File: src/rtl/shift_add_mult_ctrl_if.sv
// Start/Done request bus of the sequential shift-and-add multiplier.
// The requester uses the master modport and the multiplier uses the slave modport.
interface shift_add_mult_ctrl_if #(
  parameter int WIDTH = 4
);
  logic                 i_start;
  logic [WIDTH-1:0]     i_a;
  logic [WIDTH-1:0]     i_b;
  logic                 o_busy;
  logic                 o_done;
  logic [2*WIDTH-1:0]   o_product;

  modport master (
    output i_start, i_a, i_b,
    input  o_busy, o_done, o_product
  );

  modport slave (
    input  i_start, i_a, i_b,
    output o_busy, o_done, o_product
  );
endinterface

File: src/rtl/shift_add_mult_ctrl.sv
// Sequential unsigned shift-and-add multiplier.
// One WIDTH-bit adder stage is reused over WIDTH iterations. Each iteration
// adds the multiplicand into the upper half of the partial product when the
// current multiplier bit is set, then shifts {Phi,Plo} right by one with the
// adder carry entering the MSB. The result is WIDTH+2 cycles per request:
// one accept edge, WIDTH iterations, and one DONE cycle.
module shift_add_mult_ctrl #(
  parameter int WIDTH = 4
) (
  input  logic                  i_clk,
  input  logic                  i_rst_n,
  shift_add_mult_ctrl_if.slave  io_bus
);

  localparam int CW = (WIDTH > 1) ? $clog2(WIDTH) : 1;
  localparam logic [CW-1:0] LAST_ITER = CW'(WIDTH - 1);

  typedef enum logic [1:0] {
    S_IDLE = 2'd0,
    S_RUN  = 2'd1,
    S_DONE = 2'd2
  } state_t;

  state_t               r_state;
  logic [WIDTH-1:0]     r_areg;
  logic [WIDTH-1:0]     r_phi;
  logic [WIDTH-1:0]     r_plo;
  logic [CW-1:0]        r_cnt;
  logic [2*WIDTH-1:0]   r_product;
  logic                 r_busy;
  logic                 r_done;

  logic [WIDTH:0]       w_sum;
  logic [2*WIDTH-1:0]   w_shifted;

  // The single add stage: carry is kept so the shift never loses a bit.
  assign w_sum     = {1'b0, r_phi} + (r_plo[0] ? {1'b0, r_areg} : '0);
  assign w_shifted = {w_sum, r_plo[WIDTH-1:1]};

  // Controller and datapath: accept, iterate WIDTH times, pulse done.
  always_ff @(posedge i_clk or negedge i_rst_n) begin
    if (!i_rst_n) begin
      r_state   <= S_IDLE;
      r_areg    <= '0;
      r_phi     <= '0;
      r_plo     <= '0;
      r_cnt     <= '0;
      r_product <= '0;
      r_busy    <= 1'b0;
      r_done    <= 1'b0;
    end else begin
      case (r_state)
        S_IDLE: begin
          if (io_bus.i_start) begin
            r_areg  <= io_bus.i_a;
            r_phi   <= '0;
            r_plo   <= io_bus.i_b;
            r_cnt   <= '0;
            r_busy  <= 1'b1;
            r_state <= S_RUN;
          end
        end
        S_RUN: begin
          {r_phi, r_plo} <= w_shifted;
          r_cnt          <= r_cnt + CW'(1);
          // Last iteration: the shifted value is the finished product.
          if (r_cnt == LAST_ITER) begin
            r_product <= w_shifted;
            r_busy    <= 1'b0;
            r_done    <= 1'b1;
            r_state   <= S_DONE;
          end
        end
        S_DONE: begin
          r_done  <= 1'b0;
          r_state <= S_IDLE;
        end
        default: begin
          r_busy  <= 1'b0;
          r_done  <= 1'b0;
          r_state <= S_IDLE;
        end
      endcase
    end
  end

  assign io_bus.o_busy    = r_busy;
  assign io_bus.o_done    = r_done;
  assign io_bus.o_product = r_product;

endmodule

File: src/flat_wrapper.sv
// flat-port wrapper written by rule: the top's interface ports become plain ports
module shift_add_mult_ctrl_flat 
#(
  parameter int WIDTH = 4
)
  (i_clk, i_rst_n, io_bus_i_start, io_bus_i_a, io_bus_i_b, io_bus_o_busy, io_bus_o_done, io_bus_o_product);
  shift_add_mult_ctrl_if #(.WIDTH(WIDTH)) io_bus_i ();
  input  logic i_clk;
  input  logic i_rst_n;
  input wire logic [$bits(io_bus_i.i_start)-1:0] io_bus_i_start;
  input wire logic [$bits(io_bus_i.i_a)-1:0] io_bus_i_a;
  input wire logic [$bits(io_bus_i.i_b)-1:0] io_bus_i_b;
  output wire logic [$bits(io_bus_i.o_busy)-1:0] io_bus_o_busy;
  output wire logic [$bits(io_bus_i.o_done)-1:0] io_bus_o_done;
  output wire logic [$bits(io_bus_i.o_product)-1:0] io_bus_o_product;
  assign io_bus_i.i_start = io_bus_i_start;
  assign io_bus_i.i_a = io_bus_i_a;
  assign io_bus_i.i_b = io_bus_i_b;
  assign io_bus_o_busy = io_bus_i.o_busy;
  assign io_bus_o_done = io_bus_i.o_done;
  assign io_bus_o_product = io_bus_i.o_product;
  shift_add_mult_ctrl #(.WIDTH(WIDTH)) u_core (.i_clk(i_clk), .i_rst_n(i_rst_n), .io_bus(io_bus_i));
endmodule
File: config.mk
export PLATFORM = sky130hd
export DESIGN_NAME = shift_add_mult_ctrl_flat
export DESIGN_NICKNAME = d
export VERILOG_FILES = /design/src/rtl/shift_add_mult_ctrl_if.sv /design/src/rtl/shift_add_mult_ctrl.sv /design/src/flat_wrapper.sv
export SDC_FILE = /design/constraint.sdc
export NUM_CORES = 1
export LEC_CHECK = 0
export ABC_AREA = 1
export ABC_CLOCK_PERIOD_IN_PS = 3350
export CAP_MARGIN = 20
export CORE_UTILIZATION = 30
export CTS_BUF_LIST = sky130_fd_sc_hd__clkbuf_16
export CTS_CLUSTER_DIAMETER = 120
export CTS_CLUSTER_SIZE = 16
export DETAILED_ROUTE_END_ITERATION = 16
export PLACE_DENSITY = 0.59
export SLEW_MARGIN = 20
export SYNTH_ARGS = -nofsm -noshare
export SYNTH_HDL_FRONTEND = slang
export SYNTH_SLANG_ARGS = --single-unit
export TNS_END_PERCENT = 10
File: constraint.sdc
create_clock -name i_clk -period 3.35 [get_ports i_clk]
set_input_delay 0.335 -clock i_clk [delete_from_list [all_inputs] [get_ports i_clk]]
set_output_delay 0.335 -clock i_clk [all_outputs]
set_load 0.02 [all_outputs]
==> impl_metrics.toml, run 1 <==
[synthesis]
yosys_register_bits = 26
synth_xor_xnor_area_share_pct = 0.701
yosys-top-cells-count = "nand2_1, dfrtp_1, inv_1"
synthAdderAreaFrac_pct = 6.61
synth_warnings = 0
post_synth_net_total = 159
synth.most_common_cell = "nand2_1"
synth-async-reset-ratio_pct = 100
synth-simple-area-share_pct = 23.6
synthMuxAreaShare_pct = 0
synthesis.instances = 142
synth-edff-count = 0
sequential_share_of_the_synthesized_area_pct = 52.1
synth_top_area_share_pct = 52.1
synth-compound-area-share_pct = 9.11
largest_family_of_logic_cells_by_synthesized_area = "simple AND/OR/NAND/NOR gates"
cell_taking_the_most_area_after_synthesis = "dfrtp_1"
synth.lib_cells_used.distinct = 18
ys_dominant_reg_cell = "dfrtp_1"
syn-cell-area_sq_um = 1250
synth.avg_cell_area_sq_um = 8.80
synthTopCellsByArea = "dfrtp_1, nand2_1, ha_1, inv_1, o21ai_2"

[sta]
timing.max_slew.rel_slack_pct = 77.7
final_hold_viol_count = 0
finalMaxSlewViolations = 0
rsz_0062_raised_after_global_routing = "false"
setup_failing_eps_final = 0
timing.final.crit_period_ns = 1.65
timing.fmax_mhz = 606
max_slew.worst_pin.slew_ns = 0.335
min_period_over_period_pct = 49.2
setup_skew_ns = 0.00655
setup-tns-final_ns = 0

[cts]
root_buffer_selected_by_cts = "clkbuf_16"
cts.sink_count = 26
cts_inserted_buffers = 3
cts_max_path_bufs = 2
postCtsHoldBufs = 0
clk_latency_ns = 0.26
number_of_gates_resized_after_cts = 0
clk_pin_slew_worst_paths_ns = 0.07
post_cts_buffers = 0
cts_tree = "yes"
htree_levels = 1

[critical_path]
worst_path_cell_trace = "nand2_1, inv_1, ha_1, fa_1, nand3_1, nand2_1, nand2_1, nand2_1"
cell_with_the_largest_stage_delay_on_the_worst_path = "fa_1"
cp-end-kind = "flop"
max_stage_delay_ns = 0.46
criticalPathCategory = "flop to flop"
timing.critical_path.fanout_max = 5
start_kind = "flop"
cp_common_cell = "nand2_1"
arrival_worst_endpoint_ns = 1.80
cp_data_required_time_ns = 3.50

[power_and_ir_drop]
power.total_mw = 1.44
cellPowerDensity_nw_per_um2 = 913
peakVddDrop_v = 0.000332
leakage_power_total_nw = 0.833

[placement]
globalplace.congestion = 0.874
post-place-cells = 211
hpwl_after_detailed_placement_um = 1740
port_buffers = 20

[drt]
detail_route.first_pass.iterations = 4
initialDrtViolationCount = 47
route.detailed.vias_per_inst = 4.45
ant_nets = 0
total_via_count_in_the_routed_design = 956
finalWirelength_um = 2310
post_drt_wl_per_cell_um = 10.7
drc_errors = 0

[grt]
grt_pass1_vias = 919
number_of_antenna_violations_at_the_first_check_in_global_routing = 0
grt_ovf = 0
grt_start_max_net_pins = 27
grt.total_usage_pct = 12.5
grt_first_pass_wirelength_um = 4080

[floorplanning]
floorplan.rows = 23
die-height_um = 66.6
starting_density_of_the_core_pct = 31.2
io_pins = 21
die_w_um = 66.6
design.core.area_sq_um = 4000
die_area_sq_um = 4430

[run_status]
run_status = "finished clean"

[final_layout]
fin_util_pct = 39.3
syn2layout_area_growth_pct = 25.8
antennaDiodeCount = 0
area.sequential_sq_um = 651
nets = 183
fillers = 411
area_of_the_multi_input_gates_sq_um = 500
drive_above_1_share_pct = 10.3
final_cell_count_no_fill = 215

[job]
max_cap_viol_count = 0

[worst_hold_path]
worst_hold_path_type = "primary input to async pin"
stage by stage:
step	setup slack [ns]	hold slack [ns]	cell area [sq um]
5_1_grt	1.59	0.480	1570
3_5_place_dp	1.73	0.467	1490
3_3_place_gp	1.76	0.465	1490
2_1_floorplan	1.82	0.0394	1250
4_1_cts	1.68	0.454	1570
6_report	1.70	0.440	1570
kinds of logic (layout without fill, tap and decap cells):
| family | Yosys count | in the layout |
|---|---|---|
| AOI/OAI and AO/OA | 19 | 19 |
| xor gates and xnor gates | 1 | 1 |
| adders and majority gates | 6 | 6 |
| buffers and inverters | 20 | 43 |
| DFF | 26 | 26 |
| and+or+nand+nor | 70 | 70 |
flip-flops by register name (all words and copies together) (netlist names):
register and flops:
u_core.io_bus.o_product 8, u_core.r_areg 4, u_core.r_phi 4, u_core.r_plo 4, u_core.r_cnt 2, u_core.r_state 2
u_core.io_bus.o_busy 1, u_core.io_bus.o_done 1
metal layers:
metal / part of all wire [%] / wire [um] / GRT usage [%]
met1: 50 / 1150 / 16.2
met2: 44 / 1010 / 18.9
met3: 3.8 / 87 / 3.08
met4: 3.0 / 70 / 6.65
met5: 0 / 0 / 0
final timing paths:
check                                             from                                     end  slack [ns]  depth (start not counted)
setup / recovery           u_core.r_plo[0]$_DFFE_PN0P_             u_core.r_phi[3]$_DFFE_PN0P_        1.70                          8
hold / removal                                 i_rst_n  u_core.io_bus.o_product[2]$_DFFE_PN0P_        0.44                          2
hold reg to reg            u_core.r_cnt[0]$_DFFE_PN0P_             u_core.r_cnt[0]$_DFFE_PN0P_        0.48                          1
max in group asynchronous                      i_rst_n             u_core.r_phi[3]$_DFFE_PN0P_        2.65                          2
setup reg to reg           u_core.r_plo[0]$_DFFE_PN0P_             u_core.r_phi[3]$_DFFE_PN0P_        1.70                          8
min in group i_clk         u_core.r_cnt[0]$_DFFE_PN0P_             u_core.r_cnt[0]$_DFFE_PN0P_        0.48                          1
worst max-delay path, delay by kind of cell (launching register included):
| kind | cells | cell delay (ns) |
|---|---|---|
| buffers and inverters | 1 | 0.04 |
| and+or+nand+nor | 5 | 0.38 |
| adders and majority gates | 2 | 0.70 |
| DFF | 1 | 0.42 |
layout make-up:
type / count / area share [%]
Timing Repair Buffer: 21 / 13.2
Multi-Input combinational cell: 96 / 31.8
Inverter: 18 / 4.61
Sequential cell: 26 / 41.4
Clock inverter: 1 / 0.239
Tap cell: 50 / 3.98
Clock buffer: 3 / 4.77
layout by cell type (no fill, tap or decap), drive strengths merged:
cell	synthesis	layout
inv	18	18
clkbuf	0	3
clkdlybuf4s50	0	20
nand3	6	6
clkinv	0	1
a21oi	3	3
nor2	3	3
ha	5	5
dfrtp	26	26
fa	1	1
xor2	1	1
buf	2	1
nand2	61	61
o21ai	16	16
where the power goes:
| group | internal, mW | switching (mW) | total [mW] |
|---|---|---|---|
| Clock | 0.160 | 0.107 | 0.267 |
| Combinational | 0.249 | 0.401 | 0.650 |
| Sequential | 0.445 | 0.0739 | 0.519 |
Power figures use the tool's default switching activity.
==> run 2, diff against run 1 <==
ABC_CLOCK_PERIOD_IN_PS = 1600   (was 3350)
clock period = 1.6 ns   (was 3.35 ns; I/O delays follow)
==> impl_metrics.toml, run 2 (same netlist as run 1, synthesis figures left out) <==
[sta]
setup_failing_eps_final = 0
timing.fmax_mhz = 674
timing.final.crit_period_ns = 1.48
timing.hold.ws_ns = 0.267
max_slew.worst_pin.slew_ns = 0.336
rsz_0062_raised_after_global_routing = "false"
setup-tns-final_ns = 0
final_hold_viol_count = 0
setup_skew_ns = 0.00297
timing.max_slew.rel_slack_pct = 77.6
min_period_over_period_pct = 92.8
finalMaxSlewViolations = 0

[floorplanning]
die-height_um = 66.6
design.core.area_sq_um = 4000
starting_density_of_the_core_pct = 31.2
die_area_sq_um = 4430
io_pins = 21
die_w_um = 66.6
floorplan.rows = 23

[cts]
cts_inserted_buffers = 3
cts_tree = "yes"
clk_latency_ns = 0.26
cts.sink_count = 26
cts_max_path_bufs = 2
root_buffer_selected_by_cts = "clkbuf_16"
clk_pin_slew_worst_paths_ns = 0.06
htree_levels = 1
post_cts_buffers = 0

[job]
max_cap_viol_count = 0

[final_layout]
syn2layout_area_growth_pct = 26.8
nets = 184
max_ffs_per_register = 8
final_cell_count_no_fill = 216
mostFrequentLayoutCell = "nand2_1"
antennaDiodeCount = 0
layout.cells.most_common_list = "nand2_1, dfrtp_1, clkdlybuf4s50_1"
drive_above_1_share_pct = 12.0

[critical_path]
cp_data_required_time_ns = 1.79
arrival_worst_endpoint_ns = 1.68
critical_path.n_buffers_inverters = 2
timing.critical_path.fanout_max = 3
worst-path-stages = 6
cp_common_cell = "inv_1"
worst_path_cell_trace = "nand2_1, inv_1, ha_2, fa_2, inv_1, o21ai_1"
max_stage_delay_ns = 0.55
criticalPathCategory = "flop to flop"
cp-end-kind = "flop"
timing.critical_path.max_delay_family = "adder cells"
start_kind = "flop"
r2r_cells = 6
cell_with_the_largest_stage_delay_on_the_worst_path = "fa_2"

[drt]
total_via_count_in_the_routed_design = 945
drc_errors = 0
ant_nets = 0
finalWirelength_um = 2320
initialDrtViolationCount = 43
post_drt_wl_per_cell_um = 10.7
route.detailed.vias_per_inst = 4.38
detail_route.first_pass.iterations = 4

[power_and_ir_drop]
p_int_mw = 1.80
p_switching_mw = 1.22
cellPowerDensity_nw_per_um2 = 1910
power_frac_clock_pct = 18.5
comb_power_share_pct = 45.6
leakage_power_total_nw = 0.834
switching_share_pct = 40.3
peakVddDrop_v = 0.000620
sequential_fraction_of_design_power_pct = 35.8

[grt]
grt_pass1_vias = 931
grt_start_max_net_pins = 27
grt_ovf = 0
grt.total_usage_pct = 12.6
grt_first_pass_wirelength_um = 4060
number_of_antenna_violations_at_the_first_check_in_global_routing = 0

[placement]
port_buffers = 20
post-place-cells = 212
hpwl_after_detailed_placement_um = 1680
globalplace.congestion = 0.844

[worst_hold_path]
worst_hold_path_type = "primary input to async pin"

[run_status]
run_status = "finished clean"
-- run 2: changes by cell type in the layout (fill, tap and decap cells not counted) --
cell	previous run	this run
ha_1	5	4
o21ai_0	8	7
fa_1	1	0
o21ai_1	3	4
buf_4	1	2
ha_2	0	1
fa_2	0	1
-- run 2: final cells by class --
| type | instances | area (sq um) |
|---|---|---|
| well taps | 50 | 62.6 |
| flip-flops and latches | 26 | 651 |
| clock inverters | 1 | 3.75 |
| repair buffers | 22 | 215 |
| multi-input cells | 96 | 505 |
| fillers | 433 | 2410 |
| inverters | 18 | 72.6 |
| clock buffers | 3 | 75.1 |
-- run 2: what timing repair did --
| action | in CTS | in global routing |
|---|---|---|
| gates resized for setup | 0 | 3 |
| hold buffers | 0 | 0 |
| setup endpoints to repair | 0 | 5 |
-- run 2: worst register-to-register path, delay by kind of cell (launching register included) --
| family | cells | cell delay [ns] |
|---|---|---|
| AND/OR/NAND/NOR | 1 | 0.06 |
| adder cells (fa/ha/maj) | 2 | 0.75 |
| AO/OA/AOI/OAI | 1 | 0.12 |
| buffers and inverters | 2 | 0.10 |
| flip-flops | 1 | 0.38 |
-- run 2: path summary, 6_finish.rpt --
path / start / end / slack, ns
max in group asynchronous: i_rst_n / u_core.r_areg[3]$_DFFE_PN0P_ / 1.08
setup / recovery: u_core.r_plo[0]$_DFFE_PN0P_ / u_core.r_phi[0]$_DFFE_PN0P_ / 0.12
hold reg to reg: u_core.io_bus.o_product[6]$_DFFE_PN0P_ / u_core.io_bus.o_product[6]$_DFFE_PN0P_ / 0.48
min in group i_clk: io_bus_i_a[1] / u_core.r_areg[1]$_DFFE_PN0P_ / 0.43
hold / removal: i_rst_n / u_core.io_bus.o_product[7]$_DFFE_PN0P_ / 0.27
setup reg to reg: u_core.r_plo[0]$_DFFE_PN0P_ / u_core.r_phi[0]$_DFFE_PN0P_ / 0.12
-- run 2: power by group through the flow --
stage | clock network (mW) | logic [mW] | registers, mW
global route | 0.595 | 1.58 | 1.12
finish | 0.561 | 1.38 | 1.08
CTS | 0.583 | 1.40 | 1.09
detailed placement | 0 | 1.39 | 1.09
global placement | 0 | 1.37 | 1.08
floorplan | 0 | 0.888 | 1.19
-- run 2: per-stage QoR --
stage | utilization (%) | setup WS [ns] | total power [mW] | area [sq um]
after floorplan | - | 0.0694 | 2.08 | 1250
after global placement | 37.5 | 0.0619 | 2.45 | 1500
after detailed placement | 37.5 | 0.0309 | 2.49 | 1500
after CTS | 39.5 | 0.00882 | 3.06 | 1580
after global routing | 39.6 | 0.0305 | 3.29 | 1590
final | 39.6 | 0.115 | 3.02 | 1590
-- run 2: layer usage --
metal  global-route usage [%]  vias up  wire [um]
met5                        0        -          0
met4                     7.98        0         81
met3                     2.57        7         91
met2                     19.6       20        972
met1                     15.9      427       1170
li1                         -      491          -
